[src/rtl/ctr_xor_stage.sv]
// Counter-mode data stage: turns each data block into a counter block for the cipher
// core, then XORs the returned keystream onto the block and hands it downstream.
module ctr_xor_stage #(
    parameter int CTR_W = 64
) (
    input  logic         clk,
    input  logic         reset,
    input  logic [127:0] nonce_in,
    input  logic         nonce_valid,
    output logic         nonce_ready,
    input  logic [127:0] pt_in,
    input  logic         pt_last,
    input  logic         pt_valid,
    output logic         pt_ready,
    output logic [127:0] ks_block,
    output logic         ks_req,
    input  logic [127:0] ks_in,
    input  logic         ks_ack,
    output logic [127:0] ct_out,
    output logic         ct_last,
    output logic         ct_valid,
    input  logic         ct_ready,
    output logic         ctr_wrap,
    output logic         busy
);

    typedef enum logic [1:0] {
        IDLE    = 2'd0,
        LOAD    = 2'd1,
        WAIT_KS = 2'd2,
        OUT     = 2'd3
    } state_t;

    state_t             state;
    logic [127:0]       base;
    logic [CTR_W-1:0]   blk;
    logic [127:0]       pt_reg;
    logic               last_reg;
    logic [CTR_W:0]     next_sum;

    // Carry out of base_low + blk + 1 marks the increment field wrapping on the next block.
    assign next_sum = {1'b0, base[CTR_W-1:0]} + {1'b0, blk} + {{CTR_W{1'b0}}, 1'b1};

    assign nonce_ready = (state == IDLE);
    assign pt_ready    = (state == LOAD);
    assign ks_req      = (state == WAIT_KS);
    assign ct_valid    = (state == OUT);
    assign busy        = (state != IDLE);

    always_ff @(posedge clk or negedge reset) begin
        if (!reset) begin
            state    <= IDLE;
            base     <= '0;
            blk      <= '0;
            pt_reg   <= '0;
            last_reg <= 1'b0;
            ks_block <= '0;
            ct_out   <= '0;
            ct_last  <= 1'b0;
            ctr_wrap <= 1'b0;
        end else begin
            case (state)
                IDLE: begin
                    if (nonce_valid) begin
                        base     <= nonce_in;
                        blk      <= '0;
                        ctr_wrap <= 1'b0;
                        state    <= LOAD;
                    end
                end
                LOAD: begin
                    if (pt_valid) begin
                        pt_reg   <= pt_in;
                        last_reg <= pt_last;
                        ks_block <= {base[127:CTR_W], base[CTR_W-1:0] + blk};
                        state    <= WAIT_KS;
                    end
                end
                WAIT_KS: begin
                    if (ks_ack) begin
                        ct_out  <= pt_reg ^ ks_in;
                        ct_last <= last_reg;
                        state   <= OUT;
                    end
                end
                OUT: begin
                    if (ct_ready) begin
                        if (next_sum[CTR_W]) begin
                            ctr_wrap <= 1'b1;
                        end
                        if (ct_last) begin
                            state <= IDLE;
                        end else begin
                            blk   <= blk + {{(CTR_W-1){1'b0}}, 1'b1};
                            state <= LOAD;
                        end
                    end
                end
                default: state <= IDLE;
            endcase
        end
    end

endmodule

[config.mk]
export PLATFORM = sky130hd
export DESIGN_NAME = ctr_xor_stage
export DESIGN_NICKNAME = d
export VERILOG_FILES = /design/src/rtl/ctr_xor_stage.sv
export SDC_FILE = /design/constraint.sdc
export NUM_CORES = 1
export LEC_CHECK = 0
export BUFFER_PORTS_ARGS = -buffer_cell sky130_fd_sc_hd__buf_2
export CORE_MARGIN = 1
export CORE_UTILIZATION = 40
export DETAILED_ROUTE_END_ITERATION = 8
export HOLD_SLACK_MARGIN = 0.08
export SLEW_MARGIN = 20
export SYNTH_ARGS = -nofsm -noshare
export SYNTH_HDL_FRONTEND = slang
export SYNTH_SLANG_ARGS = --single-unit
[constraint.sdc]
create_clock -name clk -period 4.1 [get_ports clk]
set_input_delay 0.82 -clock clk [delete_from_list [all_inputs] [get_ports clk]]
set_output_delay 0.82 -clock clk [all_outputs]
set_load 0.02 [all_outputs]
==> impl_metrics.toml, run 1 <==
[status]
status = "complete, no violations"

[critical_path]
critical-path-top-delay-family = "compound AO/OA/AOI/OAI gates"
crit_path_max_incr_delay_ns = 0.58
path_buf_inv = 0
critPathLaunchType = "flip-flop"
r2r_slack_ns = 0.46
critPathCaptureType = "flip-flop"
r2r_cells = 12
worstPathRequired_ns = 4.53
worstPathMaxFanout = 5
cp_slowest_cell = "a2111oi_4"
r2r_start = "blk[0]$_DFFE_PN0P_"
crit_chain = "ha_1 -> fa_1 -> a21o_1 -> a21o_1 -> a21oi_1 -> o21ai_0 -> a22oi_1 -> a2111oi_4 -> o21bai_2 -> a2111oi_2 -> o21a_1 -> o31ai_2"
r2r-end = "ks_block[60]$_DFFE_PN0P_"
worst_ep_arrival_time_ns = 4.07
critPathKind = "reg2reg"
cp_common_cell = "a21o_1"

[logic_synthesis]
synth_area_leaders = "dfrtp_1, nand2_1, xnor2_1, mux2_2, a21oi_1"
yosys.area.top_type_share_pct = 53.7
yosysWarnings = 0
ys_async_sr_fraction_pct = 100
yosys.area.top_type = "dfrtp_1"
syn_area_per_cell_um2 = 9.68
synth_area_um2 = 27100
syn-num-nets = 3259
ys_ff_latch = 581
synth.distinct_cells = 71
synth_ff_type = "dfrtp_1"
synth_cells = 2797
synth_edf_count = 0
yosysSeqAreaShare_pct = 53.7

[timing]
setup_viol = 0
finClkSkew_ns = 0.0222
rsz0062_at_grt = "false"
fin_crit_sh_pct = 88.9
fin_setup_tns_ns = 0
fmax_mhz = 274
worstMarginPinSlew_ns = 0.921
fin_crit_ns = 3.64
maxSlewHeadroom_pct = 38.6
hold_viol = 0
slew_viol_final = 0

[die]
placementRows = 95
die_area_um2 = 68700
die_w_um = 262
die_h_um = 262
ios = 654
start_util_pct = 40.4
coreArea_um2 = 67000

[final_layout]
area_growth_pct = 23.9
final_util_pct = 50.0
regArea_um2 = 14500
drive_gt1_share_pct = 27.3
fill_cells = 6351
nNetsFinal = 3873
fin_area_um2 = 33500
multi_input_area_um2 = 11900

[global_route]
grt_max_degree = 106
antenna_found_initial = 22
grt_pass1_wl_um = 127000
grt_usage_pct = 24.4
grt-ovfl-total = 0
grt_pass1_vias = 20900

[cts]
ctsResizeCount = 0
cts-root-buf = "clkbuf_16"
htreeDepth = 3
clockBufferDepth = 3
cts_tree = "done"
clk_latency_ns = 0.59
cts.clk_slew.worst_paths_ns = 0.06
cts_made_buffers = 67
post_cts_buffers = 0
cts_sinks = 581
ctsHoldBuffers = 0

[route]
routed_wl_um = 86800
viasPerCell = 5.04
highest_layer = "met5"
met1Wirelength_um = 36600
antenna_left = 0
route.met2.wl_um = 41800
first_iter_violations = 1641
wl_met3_um = 5780
drt-wirelength-per-cell_um = 20.0
vias = 21900
drc = 0
firstDrtPassIters = 5

[power]
leakage_nw = 16.6
power_mw = 25.4
vdd_drop_max_uv = 602
p_per_area_nw_per_um2 = 756

[placed_design]
post_dp_cell_area_um2 = 31400
gp_congestion = 0.926
io_buffers = 653
dp_hpwl_um = 65300

[flow_run]
drv_cap = 0

[worst_hold_path]
hold_path.class = "in2async"
## worst register-to-register path, stage by stage (launching register included)
cell	delay [ns]
dfrtp_1	0.41
ha_1	0.22
fa_1	0.22
a21o_1	0.13
a21o_1	0.14
a21oi_1	0.09
o21ai_0	0.54
a22oi_1	0.31
a2111oi_4	0.58
o21bai_2	0.16
a2111oi_2	0.45
o21a_1	0.18
o31ai_2	0.06
## report_power, final
part,switching [mW],internal (mW)
Clock,2.46,3.44
Combinational,6.07,3.63
Sequential,1.55,8.21
## kinds of logic (layout without fill, tap and decap cells)
kind of cell / after synthesis / count (layout) / synth area share, %
xor gates and xnor gates: 233 / 233 / 7.54
adders and majority gates: 71 / 71 / 3.31
and+or+nand+nor: 1147 / 1147 / 17.5
other: 0 / 15 / 0
AOI/OAI and AO/OA: 454 / 454 / 9.92
muxes: 133 / 133 / 5.53
buffers and inverters: 178 / 841 / 2.55
DFF: 581 / 581 / 53.7
## per-stage QoR
step | setup slack [ns] | hold slack [ns] | cells
floorplan | 1.08 | 0.433 | 2797
global placement | 0.581 | 0.440 | 4215
detailed placement | 0.520 | 0.445 | 4215
CTS | 0.475 | 0.268 | 4333
global route | 0.239 | 0.286 | 4344
finish | 0.455 | 0.217 | 4348
## synth_stat cells, drive strengths merged (4+ instances only)
cell,count
inv,40
nor4,4
nor2b,9
xnor2,180
a211oi,5
nand4,32
nor2,243
clkbuf,123
o21bai,16
dfrtp,581
nand3,40
a21boi,4
xor2,53
and4,5
buf,15
nand2,736
a21o,30
o211ai,6
a21oi,229
and3,22
o21a,14
or3,14
a31oi,10
nor3,21
ha,70
mux2,132
o31ai,11
o21ai,99
and2,7
nand2b,5
## metal layers
layer,vias to the layer above,global-route usage (%)
li1,10600,-
met1,10600,31.3
met2,608,39.9
met3,138,5.67
met4,14,9.22
met5,-,0
## how the worst max path moves through the flow
| stage | startpoint | depth (start not counted) | end | slack (ns) |
|---|---|---|---|---|
| floorplan | state[0]$_DFFE_PN0P_ | 13 | blk[63]$_DFFE_PN0P_ | 1.08 |
| global placement | blk[3]$_DFFE_PN0P_ | 11 | ks_block[55]$_DFFE_PN0P_ | 0.58 |
| finish | blk[0]$_DFFE_PN0P_ | 12 | ks_block[60]$_DFFE_PN0P_ | 0.46 |
| detailed placement | blk[0]$_DFFE_PN0P_ | 12 | ks_block[60]$_DFFE_PN0P_ | 0.52 |
| global route | blk[3]$_DFFE_PN0P_ | 11 | ks_block[55]$_DFFE_PN0P_ | 0.24 |
| CTS | blk[0]$_DFFE_PN0P_ | 12 | ks_block[60]$_DFFE_PN0P_ | 0.48 |
## final cells by class
| cell class | instances | area share (%) |
|---|---|---|
| tap | 873 | 3.26 |
| antenna | 15 | 0.112 |
| clock buffer | 98 | 5.80 |
| timing repair buffer | 683 | 11.0 |
| sequential | 581 | 43.3 |
| inverter | 40 | 0.448 |
| clock inverter | 20 | 0.604 |
| multi-input combinational | 2038 | 35.4 |
## cells in the final DEF, fill, tap and decap left out, types with 32 or more instances in the layout
cell         n
nand2_1    733
buf_2      652
nor2_1     241
xor2_1      53
nand3_1     39
o21ai_0     99
xnor2_1    180
ha_1        70
a21oi_1    228
clkbuf_16   68
dfrtp_1    581
mux2_2     132
inv_1       40
nand4_1     32
(Power assumes the default switching activity.)
==> run 2, diff against run 1 <==
--- a/config.mk
+++ b/config.mk
@@ -10,6 +10,7 @@
 export CORE_UTILIZATION = 40
 export DETAILED_ROUTE_END_ITERATION = 8
 export HOLD_SLACK_MARGIN = 0.08
+export RECOVER_POWER = 25
 export SLEW_MARGIN = 20
 export SYNTH_ARGS = -nofsm -noshare
 export SYNTH_HDL_FRONTEND = slang
==> run 2 against run 1 <==
Effect of this change: the flow now finishes with violations (capacitance limit, slew limit); die area did not move; hold slack improved by 0.20 ns; clock skew about the same; maximum frequency rose by 0.40%; critical path type unchanged.
==> impl_metrics.toml, run 2 (synthesis gave the netlist of run 1 again) <==
[status]
status = "finished, violations left"
violations = "capacitance limit, slew limit"

[timing]
rsz0062_at_grt = "false"
maxSlewHeadroom_pct = -76.8
slew_viol_final = 83
fin_crit_sh_pct = 88.5
hold_viol = 0
finClkSkew_ns = 0.0225
fin_setup_tns_ns = 0
fmax_mhz = 275
setup_viol = 0
worstMarginPinSlew_ns = 2.65
fin_crit_ns = 3.63

[global_route]
grt_max_degree = 106
antenna_found_initial = 22
grt_usage_pct = 24.4
grt_pass1_vias = 20900
use_met2_pct = 39.9
grt_use_met3_pct = 5.67
grt_pass1_wl_um = 127000
met1_usage_pct = 31.3
grt-ovfl-total = 0
top_usage_layer = "met2"

[die]
start_util_pct = 40.4
die_h_um = 262
ios = 654
placementRows = 95
die_area_um2 = 68700
coreArea_um2 = 67000
die_w_um = 262

[cts]
cts_sinks = 581
clk_latency_ns = 0.59
ctsResizeCount = 0
cts-root-buf = "clkbuf_16"
clockBufferDepth = 3
ctsHoldBuffers = 0
cts_tree = "done"
cts.clk_slew.worst_paths_ns = 0.06
cts_made_buffers = 67
post_cts_buffers = 0
htreeDepth = 3

[critical_path]
critPathCaptureType = "flip-flop"
worstPathMaxFanout = 5
worst_ep_arrival_time_ns = 4.06
critPathKind = "reg2reg"
worstPathRequired_ns = 4.53
critPathLaunchType = "flip-flop"

[final_layout]
area_growth_pct = 23.6
nNetsFinal = 3873
drive_gt1_share_pct = 27.2
mostFrequentLayoutCells = "nand2_1, buf_2, dfrtp_1"
final_util_pct = 49.9
final_common_cell = "nand2_1"
fin_area_um2 = 33500

[placed_design]
gp_congestion = 0.926
dp_hpwl_um = 65300
post_dp_cell_area_um2 = 31400
io_buffers = 653

[flow_run]
drv_cap = 1

[route]
first_iter_violations = 1535
viasPerCell = 5.03
antenna_left = 0
vias = 21900
drt-wirelength-per-cell_um = 20.0
firstDrtPassIters = 5
drc = 0
routed_wl_um = 86900

[worst_hold_path]
hold_path.class = "in2reg"

[power]
p_per_area_nw_per_um2 = 757
leakage_nw = 16.5
vdd_drop_max_uv = 604
==> run 2: cell types whose count changed in the layout (fill, tap and decap cells not counted), sizes merged <==
| cell | previous run | this run |
|---|---|---|
| buf | 683 | 675 |
| clkbuf | 98 | 106 |
| diode | 15 | 13 |
==> run 2: layout make-up <==
cell class / instances / area (µm²)
clock buffer: 98 / 1940
multi-input combinational: 2038 / 11900
sequential: 581 / 14500
timing repair buffer: 683 / 3640
fill: 6356 / 33600
tap: 873 / 1090
inverter: 40 / 150
clock inverter: 20 / 203
antenna: 13 / 32.5
==> run 2: power breakdown <==
part	internal [mW]	switching (mW)	total, mW
logic	3.62	6.07	9.69
registers	8.21	1.55	9.76
clock network	3.44	2.45	5.89
==> run 2: worst max-delay path, cell delays in order (launching register included) <==
cell and delay, ns:
dfrtp_1 0.41, ha_1 0.22, fa_1 0.22, a21o_1 0.13, a21o_1 0.14, a21oi_1 0.09, o21ai_0 0.52, a22oi_1 0.30
a2111oi_4 0.59, o21bai_2 0.16, a2111oi_2 0.45, o21a_1 0.18, o31ai_2 0.06
==> run 2: metal layers <==
| layer | vias to the layer above | share of wire (%) | wire length [µm] |
|---|---|---|---|
| li1 | 10600 | - | - |
| met4 | 14 | 2.9 | 2540 |
| met1 | 10500 | 42 | 36500 |
| met2 | 617 | 48 | 42000 |
| met5 | - | 0.11 | 96 |
| met3 | 134 | 6.7 | 5810 |
==> run 2: worst paths after layout <==
kind | start | to | slack (ns) | cells past startpoint
max | blk[0]$_DFFE_PN0P_ | ks_block[60]$_DFFE_PN0P_ | 0.47 | 12
min | pt_in[37] | pt_reg[37]$_DFFE_PN0P_ | 0.42 | 3
max reg2reg | blk[0]$_DFFE_PN0P_ | ks_block[60]$_DFFE_PN0P_ | 0.47 | 12
min reg2reg | base[104]$_DFFE_PN0P_ | ks_block[104]$_DFFE_PN0P_ | 0.44 | 2
max in group asynchronous | reset | ct_out[109]$_DFFE_PN0P_ | 0.81 | 2
min in group asynchronous | reset | base[73]$_DFFE_PN0P_ | 0.93 | 1
==> run 2: stage by stage <==
stage / cells / power [mW] / hold slack, ns / setup WS, ns
after CTS: 4333 / 25.6 / 0.268 / 0.475
after global routing: 4344 / 27.0 / 0.396 / 0.239
after global placement: 4215 / 19.4 / 0.440 / 0.581
final: 4346 / 25.3 / 0.416 / 0.470
after detailed placement: 4215 / 19.6 / 0.445 / 0.520
after floorplan: 2797 / 15.9 / 0.433 / 1.08
==> run 3, diff against run 2 <==
--- a/config.mk
+++ b/config.mk
@@ -6,10 +6,11 @@
 export NUM_CORES = 1
 export LEC_CHECK = 0
 export BUFFER_PORTS_ARGS = -buffer_cell sky130_fd_sc_hd__buf_2
-export CORE_MARGIN = 1
-export CORE_UTILIZATION = 40
+export CORE_AREA = 2 2 256 258
 export DETAILED_ROUTE_END_ITERATION = 8
+export DIE_AREA = 0 0 258 260
 export HOLD_SLACK_MARGIN = 0.08
+export PLACE_DENSITY = 0.65
 export RECOVER_POWER = 25
 export SLEW_MARGIN = 20
 export SYNTH_ARGS = -nofsm -noshare
==> run 3 against run 2 <==
Effect of this change: the flow still finishes with violations (capacitance limit, slew limit); first-iteration DRC count increased by 20%; cell area stayed put; power rose by 0.80%; die area decreased by 2.4%; non-clock buffer count decreased by 5; clock power rose by 2%; hold slack lost 0.0042 ns; critical path depth shrank 1; wire length grew 1.6%; clock skew shrank 0.0022 ns; cell count shrank 0.37%.
==> impl_metrics.toml, run 3 (synthesis gave the netlist of run 1 again) <==
[critical_path]
worstPathMaxFanout = 7
crit_cells = 11
crit_path_max_incr_delay_ns = 0.74
critical-path-top-delay-family = "compound AO/OA/AOI/OAI gates"
critPathCaptureType = "flip-flop"
crit_chain = "ha_1 -> a21oi_1 -> nor2b_1 -> a311o_1 -> a21oi_1 -> o31ai_1 -> a21oi_2 -> a31o_2 -> a2111oi_4 -> nor3_1 -> o31ai_1"
worst_ep_arrival_time_ns = 4.14
path_buf_inv = 0
critPathLaunchType = "flip-flop"
r2r_cells = 11
critPathKind = "reg2reg"
worstPathRequired_ns = 4.59
cp_slowest_cell = "o31ai_1"

[route]
first_iter_violations = 1849
firstDrtPassIters = 6
antenna_left = 0
viasPerCell = 5.13
drc = 0
routed_wl_um = 88300
drt-wirelength-per-cell_um = 20.4
vias = 22200

[global_route]
grt_pass1_wl_um = 131000
antenna_found_initial = 23
grt_pass1_vias = 21700
grt_usage_pct = 25.6
grt-ovfl-total = 0
grt_max_degree = 130

[die]
die_area_um2 = 67100
ios = 654
start_util_pct = 42.2
placementRows = 93
die_w_um = 258
coreArea_um2 = 64100
die_h_um = 260

[timing]
finClkSkew_ns = 0.0203
finalWorstSetupSlack_ns = 0.458
worstMarginPinSlew_ns = 2.10
hold_viol = 0
slew_viol_final = 70
fin_setup_tns_ns = 0
rsz0062_at_grt = "false"
fin_crit_sh_pct = 88.8
setup_viol = 0
fin_crit_ns = 3.64
fmax_mhz = 275
maxSlewHeadroom_pct = -40.2

[placed_design]
gp_congestion = 0.916
dp_hpwl_um = 66900
dp_slack_ns = 0.552
io_buffers = 653

[final_layout]
drive_gt1_share_pct = 27.3
area_growth_pct = 23.6
mostFrequentLayoutCells = "nand2_1, buf_2, dfrtp_1"
fill_cells = 5938
final_common_cell = "nand2_1"
nNetsFinal = 3868

[cts]
cts_made_buffers = 67
cts_tree = "done"
cts-root-buf = "clkbuf_16"
htreeDepth = 3
cts_sinks = 581
clk_latency_ns = 0.60
post_cts_buffers = 0
ctsHoldBuffers = 0
cts.clk_slew.worst_paths_ns = 0.06
ctsResizeCount = 0
clockBufferDepth = 3

[status]
status = "finished, violations left"
violations = "capacitance limit, slew limit"

[power]
p_per_area_nw_per_um2 = 763
vdd_drop_max_uv = 763
leakage_nw = 16.5

[worst_hold_path]
hold_path.class = "in2reg"
hold_depth = 3

[flow_run]
drv_cap = 2
==> run 3: layout make-up <==
class / count / area, µm² / share of cell area [%]
timing repair buffer: 678 / 3580 / 10.7
multi-input combinational: 2038 / 11900 / 35.5
sequential: 581 / 14500 / 43.4
clock buffer: 95 / 1980 / 5.92
clock inverter: 23 / 224 / 0.669
tap: 855 / 1070 / 3.20
inverter: 40 / 150 / 0.449
antenna: 20 / 50.0 / 0.150
==> run 3: worst min-delay path, cell delays in order <==
cell and delay (ns):
buf_2 0.07, nand2_1 0.04, nand2_1 0.04
==> run 3: final timing paths <==
check	start	endpoint	slack, ns
max in group asynchronous	reset	ct_out[63]$_DFFE_PN0P_	1.00
min reg2reg	base[117]$_DFFE_PN0P_	ks_block[117]$_DFFE_PN0P_	0.44
min in group asynchronous	reset	base[24]$_DFFE_PN0P_	0.83
min	pt_in[23]	pt_reg[23]$_DFFE_PN0P_	0.41
max reg2reg	blk[3]$_DFFE_PN0P_	ks_block[55]$_DFFE_PN0P_	0.46
max	blk[3]$_DFFE_PN0P_	ks_block[55]$_DFFE_PN0P_	0.46
==> run 3: per-stage QoR <==
step	instances	util, %	power [mW]	hold slack (ns)	instance area (µm²)
floorplan	2797	-	15.9	0.433	27100
global placement	4192	48.8	19.4	0.439	31300
detailed placement	4192	48.8	19.7	0.445	31300
CTS	4310	52.2	25.8	0.210	33500
finish	4330	52.2	25.5	0.411	33500
global route	4328	52.2	27.2	0.391	33500
==> run 3: per-layer routing <==
metal / wire length (µm) / share of wire [%] / up-vias / GRT usage [%]
met2: 42000 / 48 / 709 / 41.6
met5: 44 / 0.050 / - / 0
met4: 3930 / 4.5 / 6 / 12.3
met1: 36400 / 41 / 10800 / 32.6
met3: 5890 / 6.7 / 176 / 5.71
li1: - / - / 10600 / -
==> run 3: power breakdown <==
part           switching, mW  internal (mW)  total (mW)
combinational           6.09           3.62        9.71
sequential              1.65           8.20        9.85
clock                   2.47           3.51        5.98
total                   10.2           15.3        25.5
